$ cat src/rtl/uart_pkg.sv
// Shared UART definitions: receiver state encoding and the frame constants
// that the baud rate generator, receiver and transmitter must agree on.
package uart_pkg;

  typedef enum logic [2:0] {
    IDLE  = 3'd0,
    START = 3'd1,
    DATA  = 3'd2,
    STOP  = 3'd3,
    BREAK = 3'd4
  } uart_state_t;

  localparam int UART_OVERSAMPLE = 16;
  localparam int UART_DATA_BITS  = 8;

endpackage

$ cat src/rtl/uart_sync.sv
// Multi-flop synchroniser for an asynchronous level input. The chain resets
// to 1 so that an idle-high serial line never looks like a start bit while
// the chain is filling after reset.
module uart_sync #(
  parameter int SYNC_STAGES = 2
) (
  input  logic clock,
  input  logic reset,
  input  logic i_async,
  output logic o_sync
);

  logic [SYNC_STAGES-1:0] r_chain;

  // Shift the raw input through the chain; the oldest bit is the safe output.
  always_ff @(posedge clock or posedge reset) begin
    if (reset) begin
      r_chain <= '1;
    end else begin
      r_chain <= {r_chain[SYNC_STAGES-2:0], i_async};
    end
  end

  assign o_sync = r_chain[SYNC_STAGES-1];

endmodule

$ cat src/rtl/uart_rx.sv
// UART receiver, 8N1 by default. Works from the 16x oversampling baud tick,
// validates the start bit at its centre, samples every data bit at its
// centre (LSB first) and checks the stop bit. A good frame gives a one-clock
// data_valid pulse with data_out updated on the same edge; a low stop bit
// gives a one-clock frame_error pulse and parks the receiver in BREAK until
// the line returns high, so a held-low line cannot produce repeated frames.
module uart_rx
  import uart_pkg::*;
#(
  parameter int DATA_BITS   = UART_DATA_BITS,
  parameter int OVERSAMPLE  = UART_OVERSAMPLE,
  parameter int SYNC_STAGES = 2
) (
  input  logic                 clock,
  input  logic                 reset,
  input  logic                 baud_tick,
  input  logic                 rx,
  output logic [DATA_BITS-1:0] data_out,
  output logic                 data_valid,
  output logic                 frame_error,
  output logic                 busy
);

  localparam int TICK_W = $clog2(OVERSAMPLE);
  localparam int BIT_W  = $clog2(DATA_BITS);

  // Start bit is confirmed half a bit after the edge; every later sample is
  // a full bit period after the previous one, landing in the bit centres.
  localparam logic [TICK_W-1:0] HALF_LAST = TICK_W'(OVERSAMPLE / 2 - 1);
  localparam logic [TICK_W-1:0] FULL_LAST = TICK_W'(OVERSAMPLE - 1);
  localparam logic [BIT_W-1:0]  BIT_LAST  = BIT_W'(DATA_BITS - 1);

  logic                 w_rx_s;
  uart_state_t          r_state;
  logic [TICK_W-1:0]    r_tick_cnt;
  logic [BIT_W-1:0]     r_bit_cnt;
  logic [DATA_BITS-1:0] r_shift;
  logic [DATA_BITS-1:0] r_data_out;
  logic                 r_data_valid;
  logic                 r_frame_error;
  logic                 r_busy;

  uart_sync #(
    .SYNC_STAGES(SYNC_STAGES)
  ) u_sync (
    .clock   (clock),
    .reset   (reset),
    .i_async (rx),
    .o_sync  (w_rx_s)
  );

  // Receive FSM with counters, shift register and registered outputs.
  always_ff @(posedge clock or posedge reset) begin
    if (reset) begin
      r_state       <= IDLE;
      r_tick_cnt    <= '0;
      r_bit_cnt     <= '0;
      r_shift       <= '0;
      r_data_out    <= '0;
      r_data_valid  <= 1'b0;
      r_frame_error <= 1'b0;
      r_busy        <= 1'b0;
    end else begin
      // Result strobes last exactly one clock.
      r_data_valid  <= 1'b0;
      r_frame_error <= 1'b0;

      if (baud_tick) begin
        case (r_state)
          IDLE: begin
            if (!w_rx_s) begin
              r_state    <= START;
              r_tick_cnt <= '0;
              r_busy     <= 1'b1;
            end
          end

          START: begin
            if (r_tick_cnt == HALF_LAST) begin
              r_tick_cnt <= '0;
              if (!w_rx_s) begin
                r_state   <= DATA;
                r_bit_cnt <= '0;
              end else begin
                // Line went back high before mid start bit: a glitch.
                r_state <= IDLE;
                r_busy  <= 1'b0;
              end
            end else begin
              r_tick_cnt <= r_tick_cnt + 1'b1;
            end
          end

          DATA: begin
            if (r_tick_cnt == FULL_LAST) begin
              r_tick_cnt <= '0;
              r_shift    <= {w_rx_s, r_shift[DATA_BITS-1:1]};
              if (r_bit_cnt == BIT_LAST) begin
                r_state   <= STOP;
                r_bit_cnt <= '0;
              end else begin
                r_bit_cnt <= r_bit_cnt + 1'b1;
              end
            end else begin
              r_tick_cnt <= r_tick_cnt + 1'b1;
            end
          end

          STOP: begin
            if (r_tick_cnt == FULL_LAST) begin
              r_tick_cnt <= '0;
              if (w_rx_s) begin
                r_data_out   <= r_shift;
                r_data_valid <= 1'b1;
                r_state      <= IDLE;
                r_busy       <= 1'b0;
              end else begin
                // data_out keeps the last good byte.
                r_frame_error <= 1'b1;
                r_state       <= BREAK;
              end
            end else begin
              r_tick_cnt <= r_tick_cnt + 1'b1;
            end
          end

          BREAK: begin
            if (w_rx_s) begin
              r_state <= IDLE;
              r_busy  <= 1'b0;
            end
          end

          default: begin
            r_state    <= IDLE;
            r_tick_cnt <= '0;
            r_bit_cnt  <= '0;
            r_busy     <= 1'b0;
          end
        endcase
      end
    end
  end

  assign data_out    = r_data_out;
  assign data_valid  = r_data_valid;
  assign frame_error = r_frame_error;
  assign busy        = r_busy;

endmodule

$ cat config.mk
export PLATFORM = sky130hd
export DESIGN_NAME = uart_rx
export DESIGN_NICKNAME = d
export VERILOG_FILES = /design/src/rtl/uart_pkg.sv /design/src/rtl/uart_sync.sv /design/src/rtl/uart_rx.sv
export SDC_FILE = /design/constraint.sdc
export NUM_CORES = 1
export LEC_CHECK = 0
export ABC_AREA = 1
export BUFFER_PORTS_ARGS = -buffer_cell sky130_fd_sc_hd__buf_2
export CORE_MARGIN = 3
export CORE_UTILIZATION = 50
export DETAILED_ROUTE_END_ITERATION = 7
export PLACE_DENSITY = 0.78
export SETUP_SLACK_MARGIN = 0.15
export SLEW_MARGIN = 20
export SYNTH_ARGS = -nofsm -noshare
export SYNTH_HDL_FRONTEND = slang
export SYNTH_SLANG_ARGS = --single-unit
$ cat constraint.sdc
create_clock -name clock -period 4.35 [get_ports clock]
set_clock_uncertainty 0.2 [all_clocks]
set_input_delay 0.2175 -clock clock [delete_from_list [all_inputs] [get_ports clock]]
set_output_delay 0.2175 -clock clock [all_outputs]
set_load 0.03 [all_outputs]
==> Word level (Yosys, flattened, before mapping) <==
Cells that the tools add are included.
{ "classes": {"bitwise_logic": 3, "n_reduce_logical": 9, "n_mux": 31, "n_eq_ne": 14, "addsub": 2} }
{ "ops": {"columns": ["cell", "n"], "rows": [
  ["3-bit two-way mux", 11],
  ["4-bit case mux with 4 select lines", 1],
  ["3-bit case mux with 5 select lines", 1],
  ["1-bit two-way mux", 12],
  ["4-bit two-way mux", 3],
  ["2-bit != test (second input constant)", 6],
  ["5-bit AND reduction", 2],
  ["3-bit case mux with 3 select lines", 1],
  ["7-bit AND reduction", 1],
  ["3-bit by 2-bit equality test with 1-bit output (second input constant)", 2],
  ["3-bit equality test (second input constant)", 2],
  ["3-bit AND reduction", 2],
  ["1-bit case mux with 5 select lines", 1],
  ["4-bit by 1-bit adder with 4-bit output (second input constant)", 1],
  ["4-bit by 3-bit equality test with 1-bit output (second input constant)", 1],
  ["4-bit equality test (second input constant)", 1],
  ["4-bit AND reduction", 1],
  ["3-bit by 1-bit adder with 3-bit output (second input constant)", 1],
  ["3-bit by 1-bit equality test with 1-bit output (second input constant)", 1],
  ["3-bit zero test", 1],
  ["1-bit inverter", 3],
  ["3-bit OR reduction", 1],
  ["2-bit two-way mux", 1],
  ["2-bit by 1-bit != test with 1-bit output (second input constant)", 1],
  ["2-bit OR reduction", 1]
]} }
{ "totals": {"output_inout_bits": 11, "register_bits": 31, "wordCells": 68} }

==> Depth between registers and ports, before layout <==
{ "depth": {"depth_word": 4, "depth_mapped": 10, "mapped_depth_nobuf": 9} }

==> By module <==
A second synthesis with hierarchy kept.
{ "unflattened": {"cells_unflattened": 181, "hier_area_um2": 1566.5} }
{ "modules_own_cells": {"columns": ["module", "area_each_um2", "n_inst", "cells_per_inst"], "rows": [
  ["uart_rx", 1510.2, 1, 178],
  ["uart_sync", 56.3, 1, 3]
]} }

==> Least setup slack after synthesis <==
No wires, ideal clock.
{ "synth_path": {"path_type": "register to register", "startpoint": "reg r_tick_cnt[0]", "endpoint": "reg r_data_out[1], in the netlist data_out[1]", "required_time_ps": 4031, "setup_slack_ps": 2809, "stages_incl_launch_ff": 8, "synth_period_minus_slack_ps": 1541, "n_path_buf": 1, "t_arrival_ps": 1223, "setup_time_ps": 119, "path_cell_list": "dfrtp_1 > ha_1 > nand3_2 > nor2_4 > nand3_2 > buf_6 > nand2_1 > o21ai_2"} }
{ "synth_via": {"elab_chain_len": 2} }
{ "synth_lines": {"columns": ["element", "line_no", "source"], "rows": [
  ["start, declared", "uart_rx.sv:35", "logic [TICK_W-1:0] r_tick_cnt;"],
  ["start signal, assigned", "uart_rx.sv:90", "r_tick_cnt <= r_tick_cnt + 1'b1;"],
  ["start signal, assigned", "uart_rx.sv:105", "r_tick_cnt <= r_tick_cnt + 1'b1;"],
  ["start signal, assigned", "uart_rx.sv:123", "r_tick_cnt <= r_tick_cnt + 1'b1;"],
  ["4-bit equality test", "uart_rx.sv:110", "if (r_tick_cnt == FULL_LAST) begin"],
  ["4-bit AND reduction (no line)", null, null],
  ["end signal, assigned", "uart_rx.sv:113", "r_data_out <= r_shift;"],
  ["end, declared", "uart_rx.sv:38", "logic [DATA_BITS-1:0] r_data_out;"]
]} }
No other way between the ends.
A chain may end at the register's enable or synchronous reset.

==> Final worst setup path <==
{ "layout_path": {"startpoint": "reg r_tick_cnt[0]", "endpoint": "reg r_data_out[3], in the netlist data_out[3]"} }
The elaborated chain is that of the path after synthesis.

==> flow_summary.ini <==
[detailed_routing]
route.final.wire_length_mm = 2.663
viasPerCell = 5.273
drc = 0
antenna_nets_post_route = 0
avgRoutedWirePerCell_um = 11.73
vias = 1197
dr.first_iter.drc_count = 42
firstDrtPassIters = 4

[placed_design]
gp_congestion = 0.8507
dpl.cell_count = 217
detailed_place_hpwl_mm = 1.998
placement.io_buffers = 14
place_ws_ps = 2561

[worst_setup_path]
regToRegEndpoint = data_out[3]
count_of_cells_along_the_worst_register_to_register_path = 6
worstSetupStartpoint = r_tick_cnt[0]
critPathCaptureType = flip-flop
cp_data_required_time_ps = 4360
critical_path_arrival_ps = 1800
setup.worst_path.class = reg2reg
maximum_net_fanout_on_the_critical_path = 16
rr_startpoint = r_tick_cnt[0]
worst_setup_path_start_kind = flip-flop
r2r_setup_slack_ps = 2570

[global_routing]
grtUsageMet2 = 0.2825
antenna_found_initial = 0
global_route_usage_sum = 0.1776
globalRouteOverflowTotal = 0
grt_start_max_net_pins = 32
grt_pass1_vias = 1128
top_usage_layer = met2
grt.met3_usage = 0.06289
grt_use_met1 = 0.2279
global_route_wire_length_before_repair_mm = 4.871

[floorplanning]
dieArea_mm2 = 0.003802
core.rowCount = 19
die_h_um = 61.66
die_wd_um = 61.66
io_pins = 15
core_area_mm2 = 0.002853
start_util = 0.5430

[synthesis]
synth.net_count = 184
synth.avg_cell_area_um2 = 8.751
ys.warnings.count = 0
postSynthRegisterBits = 31
synth.top_cells.by_area = dfrtp_1 (47%), nand2_1 (13%), o21ai_2 (7.9%)
postSynthCellCount = 177
synth.yosys.seq_area_share = 0.5024
synth_area_mm2 = 0.001549
post-synth-top-area-cell = dfrtp_1
synth_cell_type_count = 24
yosys.area.top_type_share = 0.4685

[finish]
final_layout_size_suffix_gt1_frac = 0.2602
nNetsFinal = 202
final_common_cell = nand2_1
syn2layout_area_growth_pct = 8.805
non_filler_cells_in_the_finished_layout = 227
most-common-layout-cells = nand2_1 (54), dfrtp_1 (29), inv_1 (18)
antenna-diode-count = 0

[sta]
grt_setup_unrepaired = no
post-route-min-period_ps = 1785
report.final.setup_viol = 0
minimum_setup_slack_in_the_final_design_ps = 2565
hold_viol = 0
drv_slew = 0
timing.slew.headroom = 0.5859
fin_crit_sh = 0.4102
setup_tns_ps = 0
worst-slew-pin-transition_ps = 620.2
max_freq_ghz = 0.5604

[hold_path]
holdPathEnd = frame_error
worstHoldPathType = in2reg
worstHoldPathCells = 3
start_point_of_the_worst_min_delay_path = baud_tick

[pwr]
power_frac_seq = 0.468
switching_share = 0.3899
proportion_of_power_drawn_by_combinational_gates = 0.308
internal_power_mw = 0.4714
static-leakage-power_nw = 0.8753
p_sw_mw = 0.3013
total_power_mw = 0.7726
pwr-share-clk = 0.225
power_per_cell_area_mw_per_mm2 = 458.4
vdd_drop_max_mv = 0.2330

[clocking]
cts_repair_resize_count = 0
clock_insertion_delay_worst_skew_ps = 320
cts.root.buffer_cell = clkbuf_4
max-clock-path-buffers = 2
clock_tree_from_tritoncts = done
h-tree-depth = 2
clock_pin_slew_worst_setup_and_hold_paths_ps = 100
cts.sinks = 31
cts-buffers-inserted = 5

[flow_run]
timing.max_cap.violations = 0

[outcome]
run_status = completed
## layout make-up
| type | count | area, um^2 |
|---|---|---|
| flip-flops and latches | 31 | 778.2 |
| inverters | 21 | 78.83 |
| clock buffers | 7 | 55.05 |
| repair buffers | 16 | 90.09 |
| multi-input cells | 120 | 639.4 |
| well taps | 31 | 38.79 |
| clock inverters | 1 | 5.005 |
| fillers | 243 | 1167 |
## registers in the layout, summed over array words and instances (netlist names)
| name | count |
|---|---|
| data_out | 8 |
| r_shift | 8 |
| r_tick_cnt | 4 |
| r_bit_cnt | 3 |
| r_state | 3 |
| u_sync.r_chain | 2 |
| busy | 1 |
| data_valid | 1 |
| frame_error | 1 |
## cell usage after synthesis
cell,count
buf_2,1
buf_6,3
clkbuf_8,1
dfrtp_1,29
dfstp_2,2
ha_1,3
inv_1,19
inv_2,2
nand2_1,54
nand2_2,2
nand3_1,13
nand3_2,3
nand3b_1,1
nand4_1,1
nor2_1,11
nor2_2,5
nor2_4,1
nor3_1,1
nor4_1,1
o211ai_1,1
o21ai_0,6
o21ai_1,1
o21ai_2,14
xor2_1,2
## cell families (layout without fill, tap and decap cells)
kind of cell / after synthesis / after routing / synth area share
compound gates: 22 / 22 / 0.1066
simple gates: 93 / 93 / 0.2706
xor+xnor: 2 / 2 / 0.01131
buf+inv: 26 / 45 / 0.08481
fa+ha+maj: 3 / 3 / 0.02424
flops: 31 / 31 / 0.5024
## worst max-delay path, cell delays in order (launching register included)
cell	delay [ps]
dfrtp_1	390
ha_1	230
nand3_2	150
nor2_4	130
nand3_2	310
nand2_1	190
o21ai_2	70
## timing repair
action / 4_1_cts / 5_1_grt
buffers inserted: 0 / 0
endpoints found under the hold margin: 1 / 29
hold buffers: 1 / 1
## worst max-delay path by stage
stage | endpoint | slack (ps) | depth (start not counted)
global route | r_shift[5] | 2410 | 4
detailed placement | data_out[3] | 2560 | 6
CTS | data_out[3] | 2560 | 6
global placement | data_out[6] | 2610 | 6
floorplan | data_out[1] | 2810 | 7
finish | data_out[3] | 2570 | 6
## power groups by stage
| stage | Sequential (mW) | Clock (mW) | Combinational (mW) |
|---|---|---|---|
| detailed placement | 0.366 | 0 | 0.236 |
| finish | 0.362 | 0.173 | 0.238 |
| CTS | 0.361 | 0.179 | 0.238 |
| global route | 0.367 | 0.198 | 0.277 |
| global placement | 0.364 | 0 | 0.225 |
| floorplan | 0.354 | 0 | 0.207 |
## through the flow
stage          hold WS [ps]    util  instance area, um^2
5_1_grt               45.51  0.5908                 1685
2_1_floorplan         21.98       -                 1549
3_3_place_gp          122.9  0.5627                 1605
4_1_cts               13.02  0.5873                 1675
6_report              60.51  0.5908                 1685
3_5_place_dp          127.5  0.5627                 1605
## routing by layer
layer / part of all wire / up-vias
li1: - / 600
met2: 0.50 / 40
met5: 0 / -
met3: 0.061 / 4
met4: 0.011 / 0
met1: 0.43 / 553
No activity file was read; power rests on OpenSTA's default activity.
